===== config.mk =====
export PLATFORM = sky130hd
export DESIGN_NAME = io_bridge
export DESIGN_NICKNAME = d
export VERILOG_FILES = /design/src/rtl/io_bridge.sv
export SDC_FILE = /design/constraint.sdc
export NUM_CORES = 1
export LEC_CHECK = 0
export BUFFER_PORTS_ARGS = -buffer_cell sky130_fd_sc_hd__buf_2
export CAP_MARGIN = 15
export CORE_MARGIN = 3
export CORE_UTILIZATION = 55
export DETAILED_ROUTE_END_ITERATION = 8
export PLACE_DENSITY = 0.88
export SYNTH_ARGS = -nofsm -noshare
export SYNTH_HDL_FRONTEND = slang
export SYNTH_SLANG_ARGS = --single-unit

===== constraint.sdc =====
create_clock -name clk -period 4.9 [get_ports clk]
set_input_delay 0.49 -clock clk [delete_from_list [all_inputs] [get_ports clk]]
set_output_delay 0.49 -clock clk [all_outputs]
set_load 0.01 [all_outputs]

===== src/rtl/io_bridge.sv =====
// Processor I/O bridge: status/RX-FIFO/sampled-input read port, TX-FIFO/control/
// output-register write port, and valid/ready streams on the external side.
module bridge_fifo #(
  parameter int NUBITS = 32,
  parameter int FDEPTH = 8
) (
  input  logic                      clk,
  input  logic                      rst,
  input  logic                      push,
  input  logic                      pop,
  input  logic                      flush,
  input  logic [NUBITS-1:0]         din,
  output logic [NUBITS-1:0]         head,
  output logic [$clog2(FDEPTH):0]   count,
  output logic                      empty,
  output logic                      full
);
  localparam int PW = $clog2(FDEPTH);
  localparam int CW = PW + 1;

  logic [NUBITS-1:0] mem_q [FDEPTH];
  logic [PW-1:0]     wr_q, wr_d, rd_q, rd_d;
  logic [CW-1:0]     cnt_q, cnt_d;
  logic              push_do, pop_do;

  assign empty   = (cnt_q == '0);
  assign full    = (cnt_q == CW'(FDEPTH));
  assign push_do = push && !full;
  assign pop_do  = pop && !empty;
  assign count   = cnt_q;
  assign head    = empty ? '0 : mem_q[rd_q];

  // Flush overrides any same-cycle push/pop and rewinds both pointers.
  always_comb begin
    wr_d  = wr_q;
    rd_d  = rd_q;
    cnt_d = cnt_q;
    if (flush) begin
      wr_d  = '0;
      rd_d  = '0;
      cnt_d = '0;
    end else begin
      if (push_do) wr_d = wr_q + 1'b1;
      if (pop_do)  rd_d = rd_q + 1'b1;
      cnt_d = cnt_q + CW'(push_do) - CW'(pop_do);
    end
  end

  always_ff @(posedge clk or negedge rst) begin
    if (!rst) begin
      wr_q  <= '0;
      rd_q  <= '0;
      cnt_q <= '0;
    end else begin
      wr_q  <= wr_d;
      rd_q  <= rd_d;
      cnt_q <= cnt_d;
    end
  end

  always_ff @(posedge clk) begin
    if (push_do) mem_q[wr_q] <= din;
  end
endmodule

module io_bridge #(
  parameter int NUBITS = 32,
  parameter int NUIOIN = 8,
  parameter int NUIOOU = 8,
  parameter int FDEPTH = 8
) (
  input  logic                       clk,
  input  logic                       rst,
  input  logic                       req_in,
  input  logic [$clog2(NUIOIN)-1:0]  addr_in,
  output logic [NUBITS-1:0]          io_in,
  input  logic                       out_en,
  input  logic [$clog2(NUIOOU)-1:0]  addr_out,
  input  logic [NUBITS-1:0]          data_out,
  input  logic [NUBITS-1:0]          rx_data,
  input  logic                       rx_valid,
  output logic                       rx_ready,
  output logic [NUBITS-1:0]          tx_data,
  output logic                       tx_valid,
  input  logic                       tx_ready,
  input  logic [NUIOIN*NUBITS-1:0]   ext_in,
  output logic [NUIOOU*NUBITS-1:0]   out_reg,
  output logic [NUIOOU-1:0]          out_stb
);
  localparam int AIW = $clog2(NUIOIN);
  localparam int AOW = $clog2(NUIOOU);
  localparam int CW  = $clog2(FDEPTH) + 1;

  logic [NUBITS-1:0]        rx_head, ext_sel, status, rd_data;
  logic [CW-1:0]            rx_count, tx_count;
  logic                     rx_empty, rx_full, tx_empty, tx_full;
  logic                     rd_fifo, stat_rd, rx_under, rx_push;
  logic                     ctrl_wr, tx_wr, tx_over, tx_pop;
  logic                     rx_flush, tx_flush, sticky_clr;
  logic                     urf_q, urf_d, ovf_q, ovf_d;
  logic [NUIOIN*NUBITS-1:0] ext_q, ext_d;
  logic [NUIOOU*NUBITS-1:0] out_reg_q, out_reg_d;
  logic [NUIOOU-1:0]        out_stb_q, out_stb_d;

  assign rd_fifo    = req_in && (addr_in == AIW'(1));
  assign stat_rd    = req_in && (addr_in == '0);
  assign rx_under   = rd_fifo && rx_empty;
  assign ctrl_wr    = out_en && (addr_out == '0);
  assign tx_wr      = out_en && (addr_out == AOW'(1));
  assign tx_over    = tx_wr && tx_full;
  assign rx_flush   = ctrl_wr && data_out[0];
  assign tx_flush   = ctrl_wr && data_out[1];
  assign sticky_clr = stat_rd || (ctrl_wr && data_out[2]);

  // Handshakes are gated by reset so the streams are idle while it is held.
  assign rx_ready = rst && !rx_full;
  assign tx_valid = rst && !tx_empty;
  assign rx_push  = rx_valid && rx_ready;
  assign tx_pop   = tx_valid && tx_ready;

  bridge_fifo #(.NUBITS(NUBITS), .FDEPTH(FDEPTH)) u_rx (
    .clk(clk), .rst(rst), .push(rx_push), .pop(rd_fifo), .flush(rx_flush),
    .din(rx_data), .head(rx_head), .count(rx_count), .empty(rx_empty), .full(rx_full)
  );

  bridge_fifo #(.NUBITS(NUBITS), .FDEPTH(FDEPTH)) u_tx (
    .clk(clk), .rst(rst), .push(tx_wr), .pop(tx_pop), .flush(tx_flush),
    .din(data_out), .head(tx_data), .count(tx_count), .empty(tx_empty), .full(tx_full)
  );

  always_comb begin
    status        = '0;
    status[0]     = rx_empty;
    status[1]     = rx_full;
    status[2]     = tx_empty;
    status[3]     = tx_full;
    status[4]     = urf_q;
    status[5]     = ovf_q;
    status[15:8]  = 8'(rx_count);
    status[23:16] = 8'(tx_count);
  end

  always_comb begin
    ext_sel = '0;
    for (int k = 0; k < NUIOIN; k++) begin
      if (addr_in == AIW'(k)) ext_sel = ext_q[k*NUBITS +: NUBITS];
    end
    if (addr_in == '0)          rd_data = status;
    else if (addr_in == AIW'(1)) rd_data = rx_head;
    else                         rd_data = ext_sel;
  end

  assign io_in = req_in ? rd_data : '0;

  // A fresh underflow/overflow event outranks a same-cycle clear.
  always_comb begin
    urf_d = urf_q;
    ovf_d = ovf_q;
    if (sticky_clr) begin
      urf_d = 1'b0;
      ovf_d = 1'b0;
    end
    if (rx_under) urf_d = 1'b1;
    if (tx_over)  ovf_d = 1'b1;
  end

  always_comb begin
    ext_d     = ext_in;
    out_reg_d = out_reg_q;
    out_stb_d = '0;
    for (int k = 2; k < NUIOOU; k++) begin
      if (out_en && (addr_out == AOW'(k))) begin
        out_reg_d[k*NUBITS +: NUBITS] = data_out;
        out_stb_d[k]                  = 1'b1;
      end
    end
  end

  always_ff @(posedge clk or negedge rst) begin
    if (!rst) begin
      urf_q     <= 1'b0;
      ovf_q     <= 1'b0;
      ext_q     <= '0;
      out_reg_q <= '0;
      out_stb_q <= '0;
    end else begin
      urf_q     <= urf_d;
      ovf_q     <= ovf_d;
      ext_q     <= ext_d;
      out_reg_q <= out_reg_d;
      out_stb_q <= out_stb_d;
    end
  end

  assign out_reg = out_reg_q;
  assign out_stb = out_stb_q;
endmodule


==> flow_summary.ini <==
[drt]
vias_per_cell = 6.00
wire_per_inst_um = 26.9
drc = 0
drtAntennaViolNets = 0
vias = 22785
dr.pass1.iters = 6
first_iter_violations = 2598
wl_um = 102000

[worst_hold_path]
hold_end = u_rx.mem_q[2][19]
min_from = rx_data[19]
hp-class = in -> reg
min_path_cells = 1

[place]
numPortBuffers = 531
hpwl_um = 57900
placed_area_mm2 = 0.0389
gp_congestion = 0.848

[layout]
top_regs = u_rx.mem_q x256, u_tx.mem_q x256
final_core_util = 0.691
area_delta_synth_final_pct = 23.2
final_area_mm2 = 0.0439
nets = 3217
drive_gt1_frac = 0.341

[critical_path]
cp_data_arrival_time_ns = 3.62
cp-start-kind = flip-flop
endpoint_kind = output pin
reg2regPathDepth = 11
worstPathRequired_ns = 4.41
r2r_end = u_rx.count[2]
criticalPathCategory = reg -> out
cp_max_fo = 18
r2r_slack_ns = 1.87
worstReg2RegStart = u_rx.count[2]

[yosys]
netlist_area_mm2 = 0.0356
synth_flop_cell = edfxtp_1
yosys_warnings = 0
async_flop_share = 0.446
synth_cell_types = 60
yosysMostFrequentCell = edfxtp_1
avgSynthCellArea_um2 = 16.8
synth.area.top_cells = edfxtp_1 43%, dfrtp_1 29%, mux4_2 5.3%, mux2_2 5.3%, mux2i_1 4.4%
ys_ff_latch = 924
synth_edf_count = 512
synth_top_area_frac = 0.432
yosysSeqAreaShare = 0.721
synthCells = 2121
ys_top_cells_by_count = 512 x edfxtp_1, 412 x dfrtp_1, 219 x nand2_1
yosys.area.top_type = edfxtp_1

[clocking]
htreeDepth = 3
clk_latency_ns = 0.66
clk_pin_slew_ns = 0.07
post_cts_buffers = 0
numCtsBuffers = 90
cts_buffer_depth = 3
cts_tree = built
cts_sinks = 924
cts_root_buf = clkbuf_16

[floorplan]
start_util = 0.561
die_h_um = 261
dieArea_mm2 = 0.0679
fp.coreArea_mm2 = 0.0635
row_count = 92
die_w_um = 261
io_pins = 662

[timing]
drv_slew = 0
slew_headroom = 0.241
rsz0062_at_grt = no
period_share = 0.839
hold_viol = 0
worst_pin_slew_ns = 1.14
max_freq_ghz = 0.243
setup_viol = 0
min_period_ns = 4.11
fin_skew_ns = 0.0294
fin_tns_setup_ns = 0

[global_route]
grt_pass1_wl_um = 150000
grt_max_degree = 87
grt.total_usage = 0.299
overflow = 0
antenna_found_initial = 11
grt_pass1_vias = 24292

[power]
p_leak_nw = 18.0
ir_worst_vdd_uv = 415
powerDensity_mw_per_mm2 = 491

[job]
drv_cap = 0

[status]
run_status = completed
[power by group]
| part | switching, mW | internal, mW | leakage, nW | total [mW] |
|---|---|---|---|---|
| combinational | 2.54 | 2.20 | 7.00 | 4.74 |
| sequential | 0.709 | 8.91 | 9.54 | 9.62 |
| clock | 3.06 | 4.12 | 1.49 | 7.18 |
[worst max path at each step]
stage                 start  depth (start not counted)  slack [ns]               end
6_report       u_rx.rd_q[0]                          6        0.79         io_in[12]
5_1_grt        u_rx.rd_q[0]                          6        0.72         io_in[12]
4_1_cts        u_rx.rd_q[0]                          6        0.99         io_in[29]
3_5_place_dp     addr_in[1]                          6        1.48          io_in[7]
3_3_place_gp     addr_in[0]                          7        1.60          io_in[6]
2_1_floorplan   addr_out[1]                          6        0.96  u_tx.mem_q[0][0]
[cells in the final DEF (no fill, tap or decap), types with 21 or more instances in the layout]
master / n
edfxtp_1: 512
mux4_2: 84
dlygate4sd3_1: 193
buf_4: 43
clkbuf_16: 92
inv_1: 21
o22ai_1: 62
mux2_2: 167
dfrtp_1: 408
buf_2: 528
clkbuf_1: 28
nor2_1: 45
mux2i_1: 156
a21oi_1: 24
conb_1: 66
nand2_1: 218
[cells by family (layout without fill, tap and decap cells)]
| logic type | Yosys count | in the layout | share of synthesized area |
|---|---|---|---|
| xor gates and xnor gates | 9 | 9 | 0.00221 |
| DFF | 924 | 924 | 0.721 |
| AOI/OAI and AO/OA | 174 | 174 | 0.0324 |
| other | 1 | 76 | 0.000105 |
| and+or+nand+nor | 388 | 388 | 0.0523 |
| adders and majority gates | 18 | 18 | 0.00674 |
| buffers and inverters | 199 | 957 | 0.0352 |
| muxes | 408 | 408 | 0.150 |
[critical path, cell delays in order (launching register included)]
cell      delay [ns]
dfrtp_1         0.92
nand2b_1        0.57
buf_4           0.41
o22ai_1         0.28
nor3_1          0.13
nor3b_1         0.39
buf_2           0.23
[stage by stage]
stage               std cells  setup WS, ns  hold WS, ns  power, mW
floorplan                2186         0.956        0.194       12.6
global placement         3427          1.60        0.425       14.0
detailed placement       3427          1.48        0.438       14.2
CTS                      3789         0.988       0.0729       21.4
global route             3794         0.724        0.103       22.3
finish                   3800         0.791        0.124       21.5
[layer usage]
layer | vias to the layer above | part of all wire | GRT usage
met5 | - | 0.00094 | 0
met4 | 14 | 0.058 | 0.162
met3 | 455 | 0.091 | 0.0677
met2 | 1561 | 0.52 | 0.523
met1 | 11492 | 0.33 | 0.344
li1 | 9263 | - | -
[what timing repair did]
action,4_1_cts,5_1_grt
hold endpoints to repair,240,0
gates resized for setup,0,0
hold buffers,193,0
[final cells by class]
| class | count | area [µm²] |
|---|---|---|
| multi-input combinational | 1063 | 9050 |
| timing repair buffer | 766 | 4930 |
| antenna | 10 | 25.0 |
| inverter | 22 | 82.6 |
| fill | 3850 | 19700 |
| clock buffer | 134 | 2590 |
| tap | 846 | 1060 |
| clock inverter | 35 | 457 |
| sequential | 924 | 25700 |
Power figures use the tool's default switching activity.
